`src/rtl/pm_pkg.sv`:
```
// ---------------------------------------------------------------------------
// pm_pkg
// Shared definitions for the packet-generator slice: frame-generator FSM
// state encoding and the integer helpers used to size beat counters and
// work out how many bytes the final beat of a frame carries.
// No ports (package).
// ---------------------------------------------------------------------------
package pm_pkg;

  // Frame generator states: idle waiting for a start, or streaming a frame
  typedef enum logic [0:0] {
    IDLE = 1'b0,
    SEND = 1'b1
  } pm_state_t;

  // Integer ceiling division, also used by the pacer's width calculation
  function automatic int ceilDiv(input int num, input int den);
    return (num + den - 1) / den;
  endfunction

  // Number of bus beats needed to carry a frame of 'size' bytes
  function automatic int beatCount(input int size, input int keepWidth);
    return ceilDiv(size, keepWidth);
  endfunction

  // Number of valid byte lanes on the final beat of a frame
  function automatic int lastBytes(input int size, input int keepWidth);
    return size - (beatCount(size, keepWidth) - 1) * keepWidth;
  endfunction

endpackage

```
`src/rtl/pm_frame_gen_if.sv`:
```
// ---------------------------------------------------------------------------
// pm_frame_gen_if
// AXI-Stream bundle carrying the generated test frames.
//   tdata  : DATA_WIDTH bits of frame data
//   tkeep  : DATA_WIDTH/8 byte enables
//   tvalid : beat valid (source)
//   tready : downstream ready (sink)
//   tlast  : last beat of a frame
// Modports: master (frame source), slave (frame sink).
// ---------------------------------------------------------------------------
interface pm_frame_gen_if
  import pm_pkg::*;
#(
  parameter int DATA_WIDTH = 64
);

  localparam int KEEP_WIDTH = DATA_WIDTH / 8;

  logic [DATA_WIDTH-1:0] tdata;
  logic [KEEP_WIDTH-1:0] tkeep;
  logic                  tvalid;
  logic                  tready;
  logic                  tlast;

  modport master (
    output tdata,
    output tkeep,
    output tvalid,
    output tlast,
    input  tready
  );

  modport slave (
    input  tdata,
    input  tkeep,
    input  tvalid,
    input  tlast,
    output tready
  );

endinterface

```
`src/rtl/pm_beat_fmt.sv`:
```
// ---------------------------------------------------------------------------
// pm_beat_fmt
// Purely combinational beat formatter. Given the beat index within a frame
// and the frame's sequence number it produces the bus word for that beat.
//   i_beat  : beat index within the frame (0 .. BEATS-1)
//   i_seq   : frame sequence number
//   o_tdata : beat data; lane k holds frame byte i_beat*KEEP_WIDTH+k
//   o_tkeep : byte enables (partial only on the final beat)
//   o_tlast : high on the final beat
// Frame byte i is i[7:0], except the first SEQ_WIDTH/8 bytes, which hold
// the sequence number little-endian. Disabled lanes drive zero.
// ---------------------------------------------------------------------------
module pm_beat_fmt
  import pm_pkg::*;
#(
  parameter int SIZE       = 64,
  parameter int DATA_WIDTH = 64,
  parameter int SEQ_WIDTH  = 32,
  parameter int BEAT_W     = 4
) (
  input  logic [BEAT_W-1:0]       i_beat,
  input  logic [SEQ_WIDTH-1:0]    i_seq,
  output logic [DATA_WIDTH-1:0]   o_tdata,
  output logic [DATA_WIDTH/8-1:0] o_tkeep,
  output logic                    o_tlast
);

  localparam int KEEP_WIDTH = DATA_WIDTH / 8;
  localparam int BEATS      = beatCount(SIZE, KEEP_WIDTH);
  localparam int LAST_BYTES = lastBytes(SIZE, KEEP_WIDTH);
  localparam int SEQ_BYTES  = SEQ_WIDTH / 8;

  logic        w_isLast;
  logic [31:0] w_idx;

  assign w_isLast = (i_beat == BEAT_W'(BEATS - 1));
  assign o_tlast  = w_isLast;

  // Build each byte lane from its global frame byte index; the sequence
  // number overrides the counting pattern in the leading header bytes.
  always_comb begin
    o_tdata = '0;
    o_tkeep = '0;
    w_idx   = '0;
    for (int k = 0; k < KEEP_WIDTH; k++) begin
      w_idx = 32'(i_beat) * 32'(KEEP_WIDTH) + 32'(k);
      if (!w_isLast || (k < LAST_BYTES)) begin
        o_tkeep[k]        = 1'b1;
        o_tdata[8*k +: 8] = w_idx[7:0];
        for (int j = 0; j < SEQ_BYTES; j++) begin
          if (w_idx == 32'(j)) begin
            o_tdata[8*k +: 8] = i_seq[8*j +: 8];
          end
        end
      end
    end
  end

endmodule

```
`src/rtl/pm_frame_gen.sv`:
```
// ---------------------------------------------------------------------------
// pm_frame_gen
// Emits one synthetic test frame of SIZE bytes per pacing tick on an
// AXI-Stream master. Ticks arriving mid-frame are queued in a saturating
// pending counter; ticks that find it full are counted as drops.
//   clk         : system clock
//   rst         : asynchronous active-high reset
//   enable      : generator enable; ticks ignored and backlog cleared when low
//   tick        : single-cycle pacing pulse
//   m_axis      : AXI-Stream master (pm_frame_gen_if.master)
//   busy        : high while a frame is being sent
//   frame_count : frames completed (saturating)
//   drop_count  : ticks lost to a full backlog (saturating)
// ---------------------------------------------------------------------------
module pm_frame_gen
  import pm_pkg::*;
#(
  parameter int SIZE          = 64,
  parameter int DATA_WIDTH    = 64,
  parameter int SEQ_WIDTH     = 32,
  parameter int PENDING_WIDTH = 4,
  parameter int STAT_WIDTH    = 32
) (
  input  logic                  clk,
  input  logic                  rst,
  input  logic                  enable,
  input  logic                  tick,
  pm_frame_gen_if.master        m_axis,
  output logic                  busy,
  output logic [STAT_WIDTH-1:0] frame_count,
  output logic [STAT_WIDTH-1:0] drop_count
);

  localparam int KEEP_WIDTH = DATA_WIDTH / 8;
  localparam int BEATS      = beatCount(SIZE, KEEP_WIDTH);
  localparam int BEAT_W     = $clog2(BEATS + 1);

  pm_state_t              r_state;
  pm_state_t              w_stateNext;
  logic [BEAT_W-1:0]      r_beat;
  logic [BEAT_W-1:0]      w_beatNext;
  logic [SEQ_WIDTH-1:0]   r_seq;
  logic [SEQ_WIDTH-1:0]   w_seqNext;
  logic [PENDING_WIDTH-1:0] r_pending;
  logic [PENDING_WIDTH-1:0] w_pendingNext;
  logic [STAT_WIDTH-1:0]  r_frameCount;
  logic [STAT_WIDTH-1:0]  r_dropCount;

  logic w_tickIn;
  logic w_pendingNz;
  logic w_start;
  logic w_hs;
  logic w_lastHs;
  logic w_startNow;
  logic w_fromPending;
  logic w_tickQueued;
  logic w_drop;

  logic [DATA_WIDTH-1:0] w_fmtData;
  logic [KEEP_WIDTH-1:0] w_fmtKeep;
  logic                  w_fmtLast;

  assign w_tickIn    = enable && tick;
  assign w_pendingNz = (r_pending != '0);
  assign w_start     = w_tickIn || w_pendingNz;
  assign w_hs        = (r_state == SEND) && m_axis.tready;
  assign w_lastHs    = w_hs && (r_beat == BEAT_W'(BEATS - 1));

  // A start prefers the backlog; a fresh tick that is not itself starting
  // a frame goes into the backlog instead.
  assign w_fromPending = w_startNow && w_pendingNz;
  assign w_tickQueued  = w_tickIn && !(w_startNow && !w_pendingNz);

  // Next-state logic: start from IDLE, walk beats on each handshake, and
  // either chain straight into the next frame or fall back to IDLE.
  always_comb begin
    w_stateNext = r_state;
    w_beatNext  = r_beat;
    w_seqNext   = r_seq;
    w_startNow  = 1'b0;
    case (r_state)
      IDLE: begin
        if (w_start) begin
          w_stateNext = SEND;
          w_beatNext  = '0;
          w_startNow  = 1'b1;
        end
      end
      SEND: begin
        if (w_lastHs) begin
          w_seqNext  = r_seq + SEQ_WIDTH'(1);
          w_beatNext = '0;
          if (w_start) begin
            w_startNow = 1'b1;
          end else begin
            w_stateNext = IDLE;
          end
        end else if (w_hs) begin
          w_beatNext = r_beat + BEAT_W'(1);
        end
      end
      default: begin
        w_stateNext = IDLE;
        w_beatNext  = '0;
      end
    endcase
  end

  // Backlog accounting: a simultaneous queue and consume cancel out, and a
  // tick that finds the counter full becomes a drop.
  always_comb begin
    w_pendingNext = r_pending;
    w_drop        = 1'b0;
    if (!enable) begin
      w_pendingNext = '0;
    end else if (w_tickQueued && !w_fromPending) begin
      if (&r_pending) begin
        w_drop = 1'b1;
      end else begin
        w_pendingNext = r_pending + PENDING_WIDTH'(1);
      end
    end else if (!w_tickQueued && w_fromPending) begin
      w_pendingNext = r_pending - PENDING_WIDTH'(1);
    end
  end

  // State register, backlog and saturating statistics
  always_ff @(posedge clk or posedge rst) begin
    if (rst) begin
      r_state      <= IDLE;
      r_beat       <= '0;
      r_seq        <= '0;
      r_pending    <= '0;
      r_frameCount <= '0;
      r_dropCount  <= '0;
    end else begin
      r_state   <= w_stateNext;
      r_beat    <= w_beatNext;
      r_seq     <= w_seqNext;
      r_pending <= w_pendingNext;
      if (w_lastHs && !(&r_frameCount)) begin
        r_frameCount <= r_frameCount + STAT_WIDTH'(1);
      end
      if (w_drop && !(&r_dropCount)) begin
        r_dropCount <= r_dropCount + STAT_WIDTH'(1);
      end
    end
  end

  pm_beat_fmt #(
    .SIZE       (SIZE),
    .DATA_WIDTH (DATA_WIDTH),
    .SEQ_WIDTH  (SEQ_WIDTH),
    .BEAT_W     (BEAT_W)
  ) u_beatFmt (
    .i_beat  (r_beat),
    .i_seq   (r_seq),
    .o_tdata (w_fmtData),
    .o_tkeep (w_fmtKeep),
    .o_tlast (w_fmtLast)
  );

  // Bus outputs are zero whenever no beat is offered, which also gives the
  // all-zero state straight out of reset.
  assign m_axis.tvalid = (r_state == SEND);
  assign m_axis.tdata  = m_axis.tvalid ? w_fmtData : '0;
  assign m_axis.tkeep  = m_axis.tvalid ? w_fmtKeep : '0;
  assign m_axis.tlast  = m_axis.tvalid && w_fmtLast;

  assign busy        = (r_state == SEND);
  assign frame_count = r_frameCount;
  assign drop_count  = r_dropCount;

endmodule
```
`src/flat_wrapper.sv`:
```
// flat-port wrapper written by rule: the top's interface ports become plain ports
module pm_frame_gen_flat import pm_pkg::*;
#(
  parameter int SIZE          = 64,
  parameter int DATA_WIDTH    = 64,
  parameter int SEQ_WIDTH     = 32,
  parameter int PENDING_WIDTH = 4,
  parameter int STAT_WIDTH    = 32
)
  (clk, rst, enable, tick, busy, frame_count, drop_count, m_axis_tdata, m_axis_tkeep, m_axis_tvalid, m_axis_tlast, m_axis_tready);
  pm_frame_gen_if #(.DATA_WIDTH(DATA_WIDTH)) m_axis_i ();
  input  logic clk;
  input  logic rst;
  input  logic enable;
  input  logic tick;
  output logic busy;
  output logic [STAT_WIDTH-1:0] frame_count;
  output logic [STAT_WIDTH-1:0] drop_count;
  output wire logic [$bits(m_axis_i.tdata)-1:0] m_axis_tdata;
  output wire logic [$bits(m_axis_i.tkeep)-1:0] m_axis_tkeep;
  output wire logic [$bits(m_axis_i.tvalid)-1:0] m_axis_tvalid;
  output wire logic [$bits(m_axis_i.tlast)-1:0] m_axis_tlast;
  input wire logic [$bits(m_axis_i.tready)-1:0] m_axis_tready;
  assign m_axis_tdata = m_axis_i.tdata;
  assign m_axis_tkeep = m_axis_i.tkeep;
  assign m_axis_tvalid = m_axis_i.tvalid;
  assign m_axis_tlast = m_axis_i.tlast;
  assign m_axis_i.tready = m_axis_tready;
  pm_frame_gen #(.SIZE(SIZE), .DATA_WIDTH(DATA_WIDTH), .SEQ_WIDTH(SEQ_WIDTH), .PENDING_WIDTH(PENDING_WIDTH), .STAT_WIDTH(STAT_WIDTH)) u_core (.clk(clk), .rst(rst), .enable(enable), .tick(tick), .m_axis(m_axis_i), .busy(busy), .frame_count(frame_count), .drop_count(drop_count));
endmodule
```
`config.mk`:
```
export PLATFORM = sky130hd
export DESIGN_NAME = pm_frame_gen_flat
export DESIGN_NICKNAME = d
export VERILOG_FILES = /design/src/rtl/pm_pkg.sv /design/src/rtl/pm_frame_gen_if.sv /design/src/rtl/pm_beat_fmt.sv /design/src/rtl/pm_frame_gen.sv /design/src/flat_wrapper.sv
export SDC_FILE = /design/constraint.sdc
export NUM_CORES = 1
export LEC_CHECK = 0
export CAP_MARGIN = 20
export CORE_MARGIN = 2
export CORE_UTILIZATION = 50
export DETAILED_ROUTE_END_ITERATION = 8
export PLACE_DENSITY_LB_ADDON = 0.05
export SETUP_SLACK_MARGIN = 0.02
export SLEW_MARGIN = 20
export SYNTH_ARGS = -nofsm -noshare
export SYNTH_HDL_FRONTEND = slang
export SYNTH_SLANG_ARGS = --single-unit
```
`constraint.sdc`:
```
create_clock -name clk -period 4.2 [get_ports clk]
set_input_delay 0.84 -clock clk [delete_from_list [all_inputs] [get_ports clk]]
set_output_delay 0.84 -clock clk [all_outputs]
set_load 0.05 [all_outputs]
```
Yosys cells after proc, flatten, opt, wreduce, memory -nomap -nowiden --
Cells that the tools add are included.
Word-level totals: word-level logic and storage cells 126, bits in writable memories 0, bits in registers 105, latch bits 0, memories kept 0, bits in read-only memories 0
Cells by class: shifts and indexed selects 0, mux-type cells 47, bitwise logic cells 1, equality and inequality tests 26, div/mod/pow operators 0, order comparisons 0, $add $sub $neg 13, multiply operators 0, reduce and logical (&&, ||, !) cells 33
Operators by type and width (count):
- logical NOT 32 bit | 8
- two-way mux 8 bit | 30
- equality test 8 x 2 -> 1 bit, second input constant | 14
- adder 32 x 1 -> 32 bit, second input constant | 3
- two-way mux 64 bit | 1
- AND reduction 32 bit | 2
- equality test 8 x 1 -> 1 bit, second input constant | 7
- adder 7 x 3 -> 8 bit, second input constant | 4
- two-way mux 4 bit | 7
- adder 7 x 2 -> 8 bit, second input constant | 2
- logical AND 1 bit | 11
- adder 4 x 1 -> 4 bit, second input constant | 2
- adder 7 x 1 -> 8 bit, second input constant | 1
- one-hot mux 4 bit (2 select lines) | 1
- logical NOT 1 bit | 6
- two-way mux 1 bit | 6
- inequality test 3 bit, second input constant | 2
- AND reduction 2 bit | 3
- equality test 4 x 3 -> 1 bit, second input constant | 1
- one-hot mux 1 bit (2 select lines) | 2
- AND reduction 4 bit | 1
- nonzero test 4 bit | 1
- subtractor 4 x 1 -> 4 bit, second input constant | 1
- inequality test 3 x 1 -> 1 bit, second input constant | 1
- 3 further kinds | 3

Depth between registers and ports, before layout --
depth in word-level cells 13, mapped depth 9

Modules after synthesis --
A second synthesis with hierarchy kept.
Unflattened totals: cells, all modules 643, area, all modules 6193.4 µm²
By module, submodules not included:
- pm_frame_gen | area an instance 5564.1 µm², cells an instance 555, instances 1, seq. area each 2627.5 µm²
- pm_beat_fmt | area an instance 629.4 µm², cells an instance 88, instances 1, seq. area each 0.0 µm²

Worst setup path before layout --
OpenSTA, ideal clock, no wires.
path kind register to output, start register u_core.r_state, in the netlist u_core.busy, end output m_axis_tdata[46], stages on the path, launching flop included 7, arrival 2.437 ns, setup slack 0.923 ns, path through dfrtp_1 buf_4 clkbuf_1 clkbuf_1 nand2_1 inv_1 buf_4
On the way: longest elaborated chain between the ends 1
Ends and longest elaborated chain:
- start, declared | RTL line pm_frame_gen.sv:38 | pm_state_t r_state;
- start signal, assigned | RTL line pm_frame_gen.sv:137 | r_state <= w_stateNext;
- two-way mux 64 bit | RTL line pm_frame_gen.sv:166 | assign m_axis.tdata = m_axis.tvalid ? w_fmtData : '0;
- end, declared | RTL line flat_wrapper.sv:19 | output wire logic [$bits(m_axis_i.tdata)-1:0] m_axis_tdata;
Every way passes these cells.

Worst setup path in the final report --
start register u_core.r_beat[0], end output m_axis_tdata[22]
On the way: longest elaborated chain between the ends 7
Ends and longest elaborated chain:
- start, declared | RTL line pm_frame_gen.sv:40 | logic [BEAT_W-1:0] r_beat;
- start signal, assigned | RTL line pm_frame_gen.sv:138 | r_beat <= w_beatNext;
- adder 7 x 2 -> 8 bit * | RTL line pm_beat_fmt.sv:46 | w_idx = 32'(i_beat) * 32'(KEEP_WIDTH) + 32'(k);
- logical NOT 32 bit | RTL line pm_beat_fmt.sv:51 | if (w_idx == 32'(j)) begin
- two-way mux 8 bit (3 in series) | RTL line pm_beat_fmt.sv:51
- two-way mux 8 bit * | RTL line pm_beat_fmt.sv:51
- two-way mux 64 bit * | RTL line pm_frame_gen.sv:166
Mark *: on every way between the ends. The rest lies on a longest branch, timed or not.

==> results.yml <==
yosys:
  syn-cell-area_sq_um: 6000
  yosys_register_bits: 105
  most_instantiated_flip_flop_cell_in_the_synthesis_netlist: "dfrtp_1"
  netlist.top_cell.by_area: "dfrtp_1"
  synthTopCellsByArea: "dfrtp_1, xor2_1, xnor2_1"
  async_flop_share_pct: 100
  synth_largest_type_area_fraction_pct: 43.8
  netlist_instances: 598
  synth_enable_flop_cells: 0
  yosys_warns: 0
  synthesis.area_per_instance_sq_um: 10.0
  synth_seq_area_share_pct: 43.8
  synthDistinctLibCells: 59
floorplan:
  die-area_sq_um: 12900
  floorplan.io_pins: 144
  fp-row-count: 40
  placeableCoreArea_sq_um: 11900
  die_height_microns: 114
  initial_core_util_pct: 50.6
  die_w_microns: 114
cts:
  worst_setup_hold_path_clk_slew_ns: 0.07
  cts_root_buffer: "clkbuf_16"
  tritoncts_clock_tree: "done"
  ctsLongestPathBuffers: 2
  clock_sink_count: 105
  cts.htree.levels: 3
  clk_latency_ns: 0.34
  ctsHoldBuffers: 0
  post-cts-setup-buffers: 0
  number_of_clock_buffers_inserted_by_tritoncts: 9
  ctsResizeCount: 0
finish:
  fill_cells: 1013
  antenna_diode_count: 0
  stdcell_area_sq_um: 7480
  areaGrowthSynthToFinish_pct: 24.7
  finish.utilization_pct: 63.1
  drive_above_1_share_pct: 7.52
  nets: 713
critical_path:
  setup.worst_path.end: "m_axis_tdata[22]"
  timing.critical_path.from_type: "flip-flop"
  critPathLaunch: "u_core.r_beat[0]"
  timing.setup.critical_path_class: "reg -> out"
  reg2reg_from: "u_core.frame_count[0]"
  worstPathArrival_ns: 3.04
  regToRegSetupSlack_ns: 1.50
  cp_max_fo: 20
  critical_path_required_ns: 3.36
  r2r_cells: 6
  worst_setup_end_kind: "output pin"
  r2r_end: "u_core.frame_count[1]"
placement:
  dp_hpwl_microns: 9630
  placedInstanceArea_sq_um: 7200
  replace_congestion: 0.856
  number_of_port_buffers: 135
timing:
  fmax_mhz: 257
  final_period_minus_worst_setup_slack_ns: 3.88
  fin_skew_ns: 0.00908
  worst_slew_pin_slew_ns: 0.909
  finalCritPeriodShare_pct: 92.5
  setup_tns_ns: 0
  hold_slack_ns: 0.484
  hold_violations: 0
  rsz0062_at_grt: "false"
  worst_slew_margin_rel_pct: 39.4
  final_setup_violation_count: 0
  final-max-slew-violation-count: 0
power_and_ir_drop:
  power_leakage_nw: 3.48
  max-vdd-ir-drop_mv: 0.192
  power.density_nw_per_um2: 471
  total_power_w: 0.00352
global_route:
  track_usage_pct: 20.9
  grt_pass1_vias: 4504
  first_pass_grt_wire_length_microns: 22000
  grt.overflow.total: 0
  grt_antenna_before_repair: 0
  pin_count_of_the_biggest_net_entering_global_routing: 55
drt:
  final_antenna_net_count: 0
  drt-vias-per-instance: 5.45
  detailedRoute.firstPassIterationCount: 4
  routed_wire_length_per_instance_microns: 15.6
  detailed_route_iter0_violations: 257
  drcViolationCount: 0
  finalWirelength_microns: 13300
  number_of_vias_in_the_routed_layout: 4646
status:
  run_status: "finished clean"
hold_path:
  min_path_type: "reg -> reg"
run:
  max_cap_viol_count: 0
==> sequential cells by signal (all words and copies together), names as in the netlist <==
signal and cells:
u_core.frame_count 32, u_core.r_beat 4, u_core.r_seq 32, u_core.drop_count 32, u_core.r_pending 4, u_core.busy 1
==> synth_stat cells, types with 2 or more instances <==
master    count
nor2b_1      15
nor4_2        3
nor4_4        3
and2_1       10
nor3_1       26
mux2i_1       3
xnor2_1      41
o21ai_0       4
nand3_1      40
and4_1        8
xor2_1       55
dfrtp_1     105
ha_1          7
nand2_1      53
nor3_2        7
buf_6         4
a21oi_1      13
buf_4        43
nor2_1       17
nand4_1      31
clkbuf_1      8
o21a_1        4
nor4_1       15
nand2b_1      2
and3_1       33
inv_1        14
buf_2         2
==> metal layers <==
layer / track usage, % / wire length, microns / vias up
met1: 29.3 / 6270 / 2274
met3: 3.40 / 552 / 10
li1: - / - / 2244
met4: 7.07 / 117 / 0
met5: 0 / 0 / -
met2: 33.5 / 6310 / 118
==> critical path, stage by stage, from the launching register on <==
cell and delay [ns]:
dfrtp_1 0.44, inv_1 0.11, ha_1 0.13, nor2b_1 0.32, nor2b_1 0.29, buf_4 0.26
and2_1 0.21, nand2_1 0.07, nand2_1 0.07, clkdlybuf4s50_1 0.80
==> layout make-up <==
| cell class | instances | area, sq um | share of cell area, % |
|---|---|---|---|
| Clock buffer | 10 | 239 | 3.19 |
| Clock inverter | 6 | 42.5 | 0.568 |
| Inverter | 15 | 58.8 | 0.786 |
| Multi-Input combinational cell | 427 | 2920 | 39.0 |
| Sequential cell | 105 | 2630 | 35.1 |
| Tap cell | 147 | 184 | 2.46 |
| Timing Repair Buffer | 142 | 1410 | 18.9 |
==> worst min-delay path by stage <==
stage | from | to | slack (ns) | cells past startpoint
after detailed placement | u_core.r_seq[31] | u_core.r_seq[31] | 0.47 | 1
after CTS | u_core.r_seq[31] | u_core.r_seq[31] | 0.48 | 1
after floorplan | u_core.r_seq[31] | u_core.r_seq[31] | 0.44 | 1
final | u_core.r_seq[31] | u_core.r_seq[31] | 0.48 | 1
after global placement | u_core.r_seq[31] | u_core.r_seq[31] | 0.47 | 1
after global routing | u_core.r_seq[31] | u_core.r_seq[31] | 0.49 | 1
==> cells by family after synthesis <==
group                      after synthesis  synth area share, %
xor gates and xnor gates                96                 14.0
other                                    1               0.0625
and+or+nand+nor                        281                 28.4
adders and majority gates                8                 1.79
AOI/OAI and AO/OA                       29                 3.02
DFF                                    105                 43.8
muxes                                    5                0.938
buffers and inverters                   73                 7.99
==> power by group <==
part / switching, W / internal, W / total, W / leakage, nW
Clock: 0.000379 / 0.000420 / 0.000799 / 0.135
Sequential: 0.0000840 / 0.00106 / 0.00115 / 1.43
Combinational: 0.00108 / 0.000502 / 0.00158 / 1.92
==> stage by stage <==
stage	std cells	setup slack (ns)
final	852	0.316
after global routing	852	0.128
after CTS	852	0.342
after detailed placement	836	0.705
after global placement	836	0.802
after floorplan	605	0.599
==> placed cells by master (no fill, tap or decap), drive strengths merged, types with 8 or more instances in the layout <==
cell type / count
dfrtp: 105
xor2: 55
buf: 9
clkbuf: 10
and4: 9
clkdlybuf4s50: 133
nor2b: 15
inv: 16
nand3: 40
nand4: 33
a21oi: 13
nor4: 21
nand2: 54
nor2: 18
and3: 33
nor3: 34
conb: 8
xnor2: 41
and2: 10
(Power assumes the default switching activity.)
